[config.mk]
export PLATFORM = sky130hd
export DESIGN_NAME = mem_port_arbiter
export DESIGN_NICKNAME = d
export VERILOG_FILES = /design/src/rtl/mem_port_arbiter.sv
export SDC_FILE = /design/constraint.sdc
export NUM_CORES = 1
export LEC_CHECK = 0
export CAP_MARGIN = 15
export CORE_ASPECT_RATIO = 1.4
export CORE_MARGIN = 10
export CORE_UTILIZATION = 44
export CTS_CLUSTER_DIAMETER = 200
export DETAILED_ROUTE_END_ITERATION = 6
export GPL_TIMING_DRIVEN = 0
export PLACE_DENSITY = 0.89
export SYNTH_ARGS = -nofsm -noshare
export SYNTH_HDL_FRONTEND = slang
export SYNTH_SLANG_ARGS = --single-unit
[constraint.sdc]
create_clock -name clk -period 9.1 [get_ports clk]
set_input_delay 1.82 -clock clk [delete_from_list [all_inputs] [get_ports clk]]
set_output_delay 1.82 -clock clk [all_outputs]
set_load 0.1 [all_outputs]
[src/rtl/mem_port_arbiter.sv]
// mem_port_arbiter
//   Round-robin arbiter that hands a single AXI burst master to one of two
//   requesters, a writer and a reader. It copies the granted burst descriptor
//   to the master, watches the AXI completion handshake, and pulses done back
//   to the owning requester.
//
// Handshakes:
//   x_req is a level request. It stays high until x_ack pulses. x_ack, start_x
//   and x_done are one-cycle pulses. The completion inputs are sampled only in
//   the matching WAIT state:
//     - bvalid&bready ends a write.
//     - rvalid&rready&rlast ends a read.
//
// Ports:
//   clk, rst                 rising-edge clock, async active-high reset
//   wr_req/rd_req            level requests
//   wr_addr/rd_addr, *_len   burst start address / beat count per requester
//   wr_ack/rd_ack            request accepted (GRANT cycle)
//   wr_done/rd_done          burst complete (or zero-length / watchdog abort)
//   start_write/start_read   kick to the burst master
//   write_addr/read_addr,
//   write_len/read_len       registered descriptor, held until the next grant
//   bvalid,bready,rvalid,
//   rready,rlast             monitored AXI completion signals
//   busy                     high in every state except IDLE
//   len_err                  granted burst had length 0
//   timeout                  watchdog expired (only with MEM_ARB_TIMEOUT_EN)
//   dbg_state                current FSM state for observation
//
// Configuration:
//   `define MEM_ARB_TIMEOUT_EN builds a 16-bit WAIT watchdog that uses
//   TIMEOUT_CYCLES as its limit. Without that macro, WAIT never times out and
//   timeout is held low.
module mem_port_arbiter #(
  parameter int ADDR_WIDTH     = 32,
  parameter int TIMEOUT_CYCLES = 1024
) (
  input  logic                  clk,
  input  logic                  rst,
  input  logic                  wr_req,
  input  logic                  rd_req,
  input  logic [ADDR_WIDTH-1:0] wr_addr,
  input  logic [ADDR_WIDTH-1:0] rd_addr,
  input  logic [31:0]           wr_len,
  input  logic [31:0]           rd_len,
  output logic                  wr_ack,
  output logic                  rd_ack,
  output logic                  wr_done,
  output logic                  rd_done,
  output logic                  start_write,
  output logic                  start_read,
  output logic [ADDR_WIDTH-1:0] write_addr,
  output logic [ADDR_WIDTH-1:0] read_addr,
  output logic [31:0]           write_len,
  output logic [31:0]           read_len,
  input  logic                  bvalid,
  input  logic                  bready,
  input  logic                  rvalid,
  input  logic                  rready,
  input  logic                  rlast,
  output logic                  busy,
  output logic                  len_err,
  output logic                  timeout,
  output logic [2:0]            dbg_state
);

  typedef enum logic [2:0] {
    IDLE    = 3'd0,
    GRANT_W = 3'd1,
    WAIT_W  = 3'd2,
    GRANT_R = 3'd3,
    WAIT_R  = 3'd4
  } state_e;

  localparam logic LG_WRITE = 1'b0;
  localparam logic LG_READ  = 1'b1;

  state_e                state_q, state_d;
  logic                  last_grant_q, last_grant_d;
  logic                  wr_ack_q, wr_ack_d;
  logic                  rd_ack_q, rd_ack_d;
  logic                  wr_done_q, wr_done_d;
  logic                  rd_done_q, rd_done_d;
  logic                  start_write_q, start_write_d;
  logic                  start_read_q, start_read_d;
  logic                  len_err_q, len_err_d;
  logic                  busy_q, busy_d;
  logic [ADDR_WIDTH-1:0] write_addr_q, write_addr_d;
  logic [ADDR_WIDTH-1:0] read_addr_q, read_addr_d;
  logic [31:0]           write_len_q, write_len_d;
  logic [31:0]           read_len_q, read_len_d;
  logic                  pick_w, pick_r;

`ifdef MEM_ARB_TIMEOUT_EN
  localparam logic [15:0] TO_LAST = 16'(TIMEOUT_CYCLES - 1);
  logic        timeout_q, timeout_d;
  logic [15:0] wd_cnt_q, wd_cnt_d;
`endif

  always_comb begin
    state_d       = state_q;
    last_grant_d  = last_grant_q;
    wr_ack_d      = 1'b0;
    rd_ack_d      = 1'b0;
    wr_done_d     = 1'b0;
    rd_done_d     = 1'b0;
    start_write_d = 1'b0;
    start_read_d  = 1'b0;
    len_err_d     = 1'b0;
    write_addr_d  = write_addr_q;
    write_len_d   = write_len_q;
    read_addr_d   = read_addr_q;
    read_len_d    = read_len_q;
    pick_w        = 1'b0;
    pick_r        = 1'b0;
`ifdef MEM_ARB_TIMEOUT_EN
    timeout_d     = 1'b0;
    wd_cnt_d      = wd_cnt_q;
`endif

    case (state_q)
      IDLE: begin
        // The IDLE cycle that carries a done pulse does not arbitrate. This
        // gives the finished requester one cycle to see done before its
        // still-high request is treated as a new one.
        if (!(wr_done_q || rd_done_q)) begin
          pick_w = wr_req && (!rd_req || (last_grant_q == LG_READ));
          pick_r = rd_req && !pick_w;
          if (pick_w) begin
            state_d      = GRANT_W;
            last_grant_d = LG_WRITE;
            wr_ack_d     = 1'b1;
            write_addr_d = wr_addr;
            write_len_d  = wr_len;
            // A zero-length burst is acked and completed in GRANT, never started.
            if (wr_len == 32'd0) begin
              len_err_d = 1'b1;
              wr_done_d = 1'b1;
            end else begin
              start_write_d = 1'b1;
            end
          end else if (pick_r) begin
            state_d      = GRANT_R;
            last_grant_d = LG_READ;
            rd_ack_d     = 1'b1;
            read_addr_d  = rd_addr;
            read_len_d   = rd_len;
            if (rd_len == 32'd0) begin
              len_err_d = 1'b1;
              rd_done_d = 1'b1;
            end else begin
              start_read_d = 1'b1;
            end
          end
        end
      end
      GRANT_W: begin
        state_d = (write_len_q == 32'd0) ? IDLE : WAIT_W;
`ifdef MEM_ARB_TIMEOUT_EN
        wd_cnt_d = 16'd0;
`endif
      end
      WAIT_W: begin
        if (bvalid && bready) begin
          wr_done_d = 1'b1;
          state_d   = IDLE;
        end
`ifdef MEM_ARB_TIMEOUT_EN
        // Completion has priority over the watchdog in the same cycle.
        else if (wd_cnt_q == TO_LAST) begin
          wr_done_d = 1'b1;
          timeout_d = 1'b1;
          state_d   = IDLE;
        end else begin
          wd_cnt_d = wd_cnt_q + 16'd1;
        end
`endif
      end
      GRANT_R: begin
        state_d = (read_len_q == 32'd0) ? IDLE : WAIT_R;
`ifdef MEM_ARB_TIMEOUT_EN
        wd_cnt_d = 16'd0;
`endif
      end
      WAIT_R: begin
        if (rvalid && rready && rlast) begin
          rd_done_d = 1'b1;
          state_d   = IDLE;
        end
`ifdef MEM_ARB_TIMEOUT_EN
        else if (wd_cnt_q == TO_LAST) begin
          rd_done_d = 1'b1;
          timeout_d = 1'b1;
          state_d   = IDLE;
        end else begin
          wd_cnt_d = wd_cnt_q + 16'd1;
        end
`endif
      end
      default: state_d = IDLE;
    endcase

    busy_d = (state_d != IDLE);
  end

  always_ff @(posedge clk or posedge rst) begin
    if (rst) begin
      state_q       <= IDLE;
      last_grant_q  <= LG_READ;
      wr_ack_q      <= 1'b0;
      rd_ack_q      <= 1'b0;
      wr_done_q     <= 1'b0;
      rd_done_q     <= 1'b0;
      start_write_q <= 1'b0;
      start_read_q  <= 1'b0;
      len_err_q     <= 1'b0;
      busy_q        <= 1'b0;
      write_addr_q  <= '0;
      write_len_q   <= '0;
      read_addr_q   <= '0;
      read_len_q    <= '0;
`ifdef MEM_ARB_TIMEOUT_EN
      timeout_q     <= 1'b0;
      wd_cnt_q      <= 16'd0;
`endif
    end else begin
      state_q       <= state_d;
      last_grant_q  <= last_grant_d;
      wr_ack_q      <= wr_ack_d;
      rd_ack_q      <= rd_ack_d;
      wr_done_q     <= wr_done_d;
      rd_done_q     <= rd_done_d;
      start_write_q <= start_write_d;
      start_read_q  <= start_read_d;
      len_err_q     <= len_err_d;
      busy_q        <= busy_d;
      write_addr_q  <= write_addr_d;
      write_len_q   <= write_len_d;
      read_addr_q   <= read_addr_d;
      read_len_q    <= read_len_d;
`ifdef MEM_ARB_TIMEOUT_EN
      timeout_q     <= timeout_d;
      wd_cnt_q      <= wd_cnt_d;
`endif
    end
  end

  assign wr_ack      = wr_ack_q;
  assign rd_ack      = rd_ack_q;
  assign wr_done     = wr_done_q;
  assign rd_done     = rd_done_q;
  assign start_write = start_write_q;
  assign start_read  = start_read_q;
  assign len_err     = len_err_q;
  assign busy        = busy_q;
  assign write_addr  = write_addr_q;
  assign write_len   = write_len_q;
  assign read_addr   = read_addr_q;
  assign read_len    = read_len_q;
  assign dbg_state   = state_q;

`ifdef MEM_ARB_TIMEOUT_EN
  assign timeout = timeout_q;
`else
  // No watchdog is built. The limit is referenced only so the parameter is
  // not left dangling, and the expression is constant zero.
  assign timeout = 1'b0 & (TIMEOUT_CYCLES != 0);
`endif

endmodule

==> results of run 1 <==
worst paths after layout:
path | endpoint | startpoint | cells after the start
hold reg to reg | read_addr[2]$_DFFE_PP0P_ | read_addr[2]$_DFFE_PP0P_ | 2
min in group asynchronous | read_addr[27]$_DFFE_PP0P_ | rst | 2
max in group asynchronous | write_len[11]$_DFFE_PP0P_ | rst | 3
setup reg to reg | read_len[24]$_DFFE_PP0P_ | dbg_state[2]$_DFF_PP0_ | 6
setup / recovery | dbg_state[2] | dbg_state[2]$_DFF_PP0_ | 1
hold / removal | read_addr[2]$_DFFE_PP0P_ | read_addr[2]$_DFFE_PP0P_ | 2
registers in the layout, indices dropped and copies added, names as in the netlist:
name	cells
read_len	32
dbg_state	3
len_err	1
wr_done	1
rd_done	1
wr_ack	1
start_write	1
last_grant_q	1
write_addr	32
write_len	32
busy	1
start_read	1
rd_ack	1
read_addr	32
layer usage:
layer	global-route usage	vias to the layer above	part of all wire
li1	-	2255	-
met1	0.2123	2455	0.34
met2	0.3885	219	0.54
met3	0.07749	36	0.084
met4	0.08898	0	0.032
met5	0	-	0
cell type report:
class                      instances  area [um2]
buffer                            22       127.6
clock buffer                      20       436.7
clock inverter                    12       210.2
fill                             799        3194
inverter                           5       23.77
multi-input combinational        328        1967
sequential                       140        3505
tap                              150       187.7
timing repair buffer             276        2780
stage by stage:
stage / utilization / setup WS [ps] / area [um2] / hold WS [ps]
CTS: 0.7431 / 5148 / 9238 / 479.5
floorplan: - / 3529 / 5618 / 543.6
detailed placement: 0.6910 / 5443 / 8591 / 463.8
global placement: 0.6884 / 1929 / 8558 / 456.6
finish: 0.7431 / 5160 / 9238 / 478.3
global route: 0.7431 / 5119 / 9238 / 497.1
cell usage after synthesis, types with 2 or more instances:
cell,count,share of area
buf_2,12,0.011
buf_4,2,0.0027
buf_6,3,0.0060
clkbuf_1,4,0.0027
dfrtp_1,139,0.62
inv_1,4,0.0027
mux2_1,8,0.016
mux2_2,36,0.072
mux2_4,20,0.053
nand2_1,197,0.13
nand3_1,3,0.0027
nand4_1,9,0.010
nor2_1,6,0.0040
nor3_1,2,0.0018
nor4_1,32,0.036
kinds of logic (layout without fill, tap and decap cells):
family                 after synthesis  after routing
AOI/OAI and AO/OA                    8              8
buffers and inverters               27            335
DFF                                140            140
muxes                               64             64
other                                1              1
and+or+nand+nor                    255            255
==> flow_summary.ini, run 1 <==
[run_status]
outcome = complete, no violations

[final_layout]
layout_common_cells = clkdlybuf4s50_1, nand2_1, dfrtp_1
nets = 927
instances_no_fill = 953
area_delta_synth_final_pct = 64.43
n_antenna_cell = 0
final_common_cell = clkdlybuf4s50_1
drive_gt1_frac = 0.1382

[sta]
setup_viol = 0
tightest_slew_ps = 1039
drv_slew = 0
hold_viol = 0
final.setup.tns_ps = 0
finalCriticalPeriod_ps = 3940
max_freq_mhz = 253.8
rsz0062_at_grt = no
fin_crit_sh = 0.4330
clock_skew_ps = 15.17
slew_headroom = 0.3052

[synth]
syn-mean-instance-area_um2 = 11.35
async_reset_ff_frac = 1.000
synth_area_um2 = 5618
synth.distinct_cells = 33
ys_seq_area_frac = 0.6238
synth_mux_area_frac = 0.1416
synth-simple-area-share = 0.1949
ys_seq_elements = 140
synth_top_family_by_area = simple AND/OR/NAND/NOR gates
synthCells = 495
synth_xor_xnor_area_share = 0
synth_adder_area_share = 0
synth-compound-area-share = 0.01292
synthFlopType = dfrtp_1
synth_edf_count = 0
yosysWarnings = 0
syn_nets = 632

[grt]
antenna_found_initial = 0
grt_max_degree = 74
grt_pass1_wl_um = 29780
grtUsageTotal = 0.2143
grt_overflow_total = 0
grt_pass1_vias = 5488

[cts]
cts-htree-levels = 4
cts_buffers = 17
cts_resized = 0
cts_hold_buf = 0
clockBufferDepth = 2
clock-root-buffer = clkbuf_16
clock-sinks = 140
clock_latency_ps = 410
clk_pin_slew_ps = 60
cts_setup_buffers = 0
cts_tree = yes

[critical_path]
crit_chain = clkdlybuf4s50_1
path_delay_family = buffers and inverters
reg2reg_slack_ps = 7160
worstSetupPathType = flop to primary output
critical_path_arrival_ps = 2120
critPathMaxFanout = 6
startpoint_type = flop
required_ps = 7280
crit_buf_inv = 1
cpMaxStageDelayCell = clkdlybuf4s50_1
cpPeakStageDelay_ps = 1220
worstSetupEndpointType = primary output

[detailed_routing]
dr.pass1.iters = 5
vias = 4965
drt_wl_total_um = 19340
antenna_left = 0
drt_iter0_drc = 251
viasPerCell = 5.210
wl_per_cell_um = 20.29
drc = 0

[floorplanning]
dieArea_um2 = 17750
initial_core_util = 0.4519
die_height_um = 153.7
io_pins = 277
rows = 48
die_width_um = 115.5
core_area_um2 = 12430

[placement]
gp_congestion = 0.8957
dp.cells = 921
dpl.hpwl_um = 15490
port_buffers = 275

[run]
max_cap_violations = 0

[min_path]
hold_path_class = flop to flop
Power of run 1 is left out: the tool's default activity adds up to more than one toggle a clock period on the data nets, which glitch-free logic cannot reach.
==> run 2: changes to the inputs <==
--- a/config.mk
+++ b/config.mk
@@ -8,11 +8,11 @@
 export CAP_MARGIN = 15
 export CORE_ASPECT_RATIO = 1.4
 export CORE_MARGIN = 10
-export CORE_UTILIZATION = 44
+export CORE_UTILIZATION = 37
 export CTS_CLUSTER_DIAMETER = 200
 export DETAILED_ROUTE_END_ITERATION = 6
 export GPL_TIMING_DRIVEN = 0
-export PLACE_DENSITY = 0.89
+export PLACE_DENSITY = 0.8
 export SYNTH_ARGS = -nofsm -noshare
 export SYNTH_HDL_FRONTEND = slang
 export SYNTH_SLANG_ARGS = --single-unit
==> constraint.sdc (replaced) <==
create_clock -name clk -period 3.3 [get_ports clk]
set_input_delay 0.66 -clock clk [delete_from_list [all_inputs] [get_ports clk]]
set_output_delay 0.66 -clock clk [all_outputs]
set_load 0.1 [all_outputs]
==> run 2 against run 1 <==
Net effect:
- non-clock buffer count rose by 2
- wire length down 4.4%
- critical path depth unchanged
- clock-buffer cell count down 1
- register-to-register slack got worse by 5900 ps
- utilization is 12 points lower
- sequential share of layout area down 0.11 points
- critical endpoint unchanged
==> flow_summary.ini, run 2 (synthesis results as in run 1) <==
[run_status]
outcome = complete, no violations

[sta]
clock_skew_ps = 11.30
whs_ps = 471.6
drv_slew = 0
hold_viol = 0
finalCriticalPeriod_ps = 2780
rsz0062_at_grt = no
final.setup.tns_ps = 0
setup_viol = 0
fin_crit_sh = 0.8425
slew_headroom = 0.3079
tightest_slew_ps = 1035
max_freq_mhz = 359.7

[cts]
clock-sinks = 140
cts_setup_buffers = 0
clock_latency_ps = 410
clk_pin_slew_ps = 50
clock-root-buffer = clkbuf_16
cts_resized = 0
cts-htree-levels = 4
cts_hold_buf = 0
cts_tree = yes
clockBufferDepth = 2
cts_buffers = 17

[detailed_routing]
vias = 4763
wl_per_cell_um = 18.56
drc = 0
drt_wl_total_um = 18490
viasPerCell = 4.782
drt_iter0_drc = 267
dr.pass1.iters = 5
antenna_left = 0

[final_layout]
drive_gt1_frac = 0.1418
final_common_cell = clkdlybuf4s50_1
nets = 929
multiInputGateArea_um2 = 1967
layout_common_cells = clkdlybuf4s50_1, nand2_1, dfrtp_1
n_antenna_cell = 0
instances_no_fill = 996
finalInstanceArea_um2 = 9265
area_delta_synth_final_pct = 64.92
fill_cells = 1256
regArea_um2 = 3505

[critical_path]
worstSetupPathType = flop to primary output
cpMaxStageDelayCell = clkdlybuf4s50_1
critical_path.endpoint = dbg_state[2]
path_delay_family = buffers and inverters
critical_path_arrival_ps = 2120
cp.depth = 1
crit_chain = clkdlybuf4s50_1
worstSetupEndpointType = primary output
rr_endpoint = len_err$_DFF_PP0_
required_ps = 2640
cpPeakStageDelay_ps = 1220
startpoint_type = flop
crit_start = dbg_state[2]$_DFF_PP0_
critPathMaxFanout = 6
r2r_cells = 5
rr_startpoint = dbg_state[2]$_DFF_PP0_
crit_buf_inv = 1
reg2reg_slack_ps = 1260

[grt]
grt_pass1_wl_um = 28370
grt_overflow_total = 0
grtUsageTotal = 0.1785
grt_max_degree = 43
antenna_found_initial = 0
grt_pass1_vias = 5189

[floorplanning]
die_width_um = 124.1
core_area_um2 = 14990
io_pins = 277
dieArea_um2 = 20580
die_height_um = 165.8
initial_core_util = 0.3749
rows = 53

[placement]
port_buffers = 275
dp.cells = 965
gp_congestion = 0.8352
place_area_um2 = 8675
dpl.hpwl_um = 14920

[min_path]
hold_path_class = flop to flop
min_delay_path_depth = 2

[run]
max_cap_violations = 0
run 2: cell types whose count changed in the layout (fill, tap and decap cells not counted):
cell / previous run / this run
clkbuf_8: 0 / 1
clkinv_2: 0 / 5
bufinv_16: 5 / 3
inv_6: 4 / 0
clkbuf_1: 7 / 5
buf_12: 0 / 3
clkinv_4: 3 / 2
buf_16: 1 / 0
clkinvlp_4: 1 / 3
run 2: worst min path at each step:
stage                                    startpoint                         to
after detailed placement  read_addr[17]$_DFFE_PP0P_  read_addr[17]$_DFFE_PP0P_
after floorplan            last_grant_q$_DFFE_PP1P_   last_grant_q$_DFFE_PP1P_
after CTS                 read_addr[17]$_DFFE_PP0P_  read_addr[17]$_DFFE_PP0P_
after global routing       read_addr[5]$_DFFE_PP0P_   read_addr[5]$_DFFE_PP0P_
final                     read_addr[17]$_DFFE_PP0P_  read_addr[17]$_DFFE_PP0P_
after global placement    read_addr[20]$_DFFE_PP0P_  read_addr[20]$_DFFE_PP0P_
run 2: routing by layer:
| metal | track usage | share of wire |
|---|---|---|
| met5 | 0 | 0 |
| met2 | 0.3182 | 0.54 |
| met1 | 0.1802 | 0.35 |
| met4 | 0.06225 | 0.023 |
| met3 | 0.07111 | 0.093 |
run 2: tightest hold or removal path, delay by kind of cell (launching register included):
kind	cells	cell delay, ps
AND/OR/NAND/NOR	2	100
flip-flops	1	340
run 2: layout make-up:
cell class / instances / share of cell area
buffer: 22 / 0.01377
clock buffer: 19 / 0.04781
clock inverter: 12 / 0.01594
inverter: 5 / 0.002431
multi-input combinational: 328 / 0.2123
sequential: 140 / 0.3783
tap: 192 / 0.02593
timing repair buffer: 278 / 0.3036
run 2: metrics by stage:
stage,utilization,setup WS (ps)
CTS,0.6182,503.2
global route,0.6182,478.6
finish,0.6182,519.9
detailed placement,0.5788,708.2
floorplan,-,891.7
global placement,0.5748,-401.2
Power of run 2 is left out for the same reason.
==> run 3: changes to the inputs <==
--- a/config.mk
+++ b/config.mk
@@ -8,11 +8,11 @@
 export CAP_MARGIN = 15
 export CORE_ASPECT_RATIO = 1.4
 export CORE_MARGIN = 10
-export CORE_UTILIZATION = 37
+export CORE_UTILIZATION = 41
 export CTS_CLUSTER_DIAMETER = 200
 export DETAILED_ROUTE_END_ITERATION = 6
 export GPL_TIMING_DRIVEN = 0
-export PLACE_DENSITY = 0.8
+export PLACE_DENSITY = 0.84
 export SYNTH_ARGS = -nofsm -noshare
 export SYNTH_HDL_FRONTEND = slang
 export SYNTH_SLANG_ARGS = --single-unit
==> constraint.sdc (replaced) <==
create_clock -name clk -period 2.6 [get_ports clk]
set_input_delay 0.52 -clock clk [delete_from_list [all_inputs] [get_ports clk]]
set_output_delay 0.52 -clock clk [all_outputs]
set_load 0.1 [all_outputs]
==> run 3 against run 2 <==
Net effect:
- clock-buffer cell count unchanged
- sequential cell count unchanged
- register-to-register slack got worse by 590 ps
- largest cell class unchanged
- critical path depth unchanged
- sequential share of layout area increased by 0.12 points
- die area decreased by 8.4%
- cell count decreased by 1.0%
- non-clock buffer count unchanged
- wire length increased by 3.9%
- first-iteration DRC count decreased by 14%
==> flow_summary.ini, run 3 (synthesis results as in run 1) <==
[detailed_routing]
viasPerCell = 4.999
drt_wl_total_um = 19220
dr.pass1.iters = 4
antenna_left = 0
vias = 4929
drc = 0
drt_iter0_drc = 230
wl_per_cell_um = 19.49

[floorplanning]
rows = 50
die_height_um = 158.5
io_pins = 277
core_area_um2 = 13390
initial_core_util = 0.4196
dieArea_um2 = 18850
die_width_um = 118.9

[grt]
grt_overflow_total = 0
grt_pass1_vias = 5546
use_met3 = 0.07621
grt_max_degree = 46
antenna_found_initial = 0
met1_usage = 0.1884
use_met2 = 0.3686
grt_pass1_wl_um = 29620
grtUsageTotal = 0.1985
grt_busiest_layer = met2

[final_layout]
fill_cells = 985
final_common_cell = clkdlybuf4s50_1
area_delta_synth_final_pct = 64.39
drive_gt1_frac = 0.1405
nets = 929
instances_no_fill = 986
multiInputGateArea_um2 = 1967
regArea_um2 = 3505
n_antenna_cell = 0
layout_common_cells = clkdlybuf4s50_1, nand2_1, dfrtp_1

[critical_path]
path_delay_family = buffers and inverters
crit_buf_inv = 1
critical_path_arrival_ps = 2020
cpMaxStageDelayCell = clkdlybuf4s50_1
cpPeakStageDelay_ps = 1190
required_ps = 2080
crit_chain = clkdlybuf4s50_1
critPathMaxFanout = 5
worstSetupPathType = flop to primary output
startpoint_type = flop
worstSetupEndpointType = primary output

[sta]
whs_ps = 475.3
rsz0062_at_grt = no
drv_slew = 0
setup_viol = 0
finalCriticalPeriod_ps = 2543
slew_headroom = 0.3027
max_freq_mhz = 393.2
tightest_slew_ps = 1043
fin_crit_sh = 0.9781
hold_viol = 0
clock_skew_ps = 13.19

[cts]
clk_pin_slew_ps = 60
clock-root-buffer = clkbuf_16
clock-sinks = 140
clock_latency_ps = 410
clockBufferDepth = 2
cts_hold_buf = 0
cts_buffers = 17
cts-htree-levels = 4
cts_tree = yes

[placement]
dpl.hpwl_um = 15700
gp_congestion = 0.8204
dp.cells = 955
port_buffers = 275

[run]
max_cap_violations = 0

[min_path]
hold_path_class = flop to flop

[run_status]
outcome = complete, no violations
run 3: final cells by class:
class	count	share of cell area
well taps	182	0.02466
clock buffers	19	0.04688
repair buffers	278	0.3047
inverters	5	0.002439
clock inverters	12	0.01504
multi-input cells	328	0.2130
plain buffers	22	0.01382
flip-flops and latches	140	0.3795
run 3: path summary, 6_finish.rpt:
check / start / depth (start not counted) / slack, ps / endpoint
min in group asynchronous: rst / 2 / 570 / write_addr[11]$_DFFE_PP0P_
max in group asynchronous: rst / 4 / 1120 / last_grant_q$_DFFE_PP1P_
min reg2reg: read_addr[25]$_DFFE_PP0P_ / 2 / 480 / read_addr[25]$_DFFE_PP0P_
max: dbg_state[1]$_DFF_PP0_ / 1 / 60 / dbg_state[1]
max reg2reg: dbg_state[2]$_DFF_PP0_ / 7 / 670 / read_addr[18]$_DFFE_PP0P_
min: read_addr[25]$_DFFE_PP0P_ / 2 / 480 / read_addr[25]$_DFFE_PP0P_
run 3: what timing repair did:
action                                  4_1_cts  5_1_grt
endpoints found under the setup margin        1        1
resized for setup                             1        1
buffers inserted                              0        0
endpoints found under the hold margin         0        0
run 3: metrics by stage:
stage / setup TNS (ps) / area, um2 / setup slack, ps / utilization
CTS: 0 / 9233 / 16.61 / 0.6896
detailed placement: 0 / 8662 / 203.0 / 0.6470
floorplan: 0 / 5622 / 331.7 / -
finish: 0 / 9235 / 56.97 / 0.6898
global placement: -107180 / 8602 / -779.8 / 0.6425
global route: 0 / 9235 / 2.782 / 0.6898
run 3: worst min-delay path, delay by kind of cell, from the launching register on:
family | cells | cell delay, ps
simple gates | 2 | 110
flops | 1 | 340
run 3: routing by layer:
layer  up-vias  routed length [um]
met5         -                   0
li1       2255                   -
met2       223               10350
met1      2406                6598
met3        45                1550
met4         0                 715
Power of run 3 is left out for the same reason.
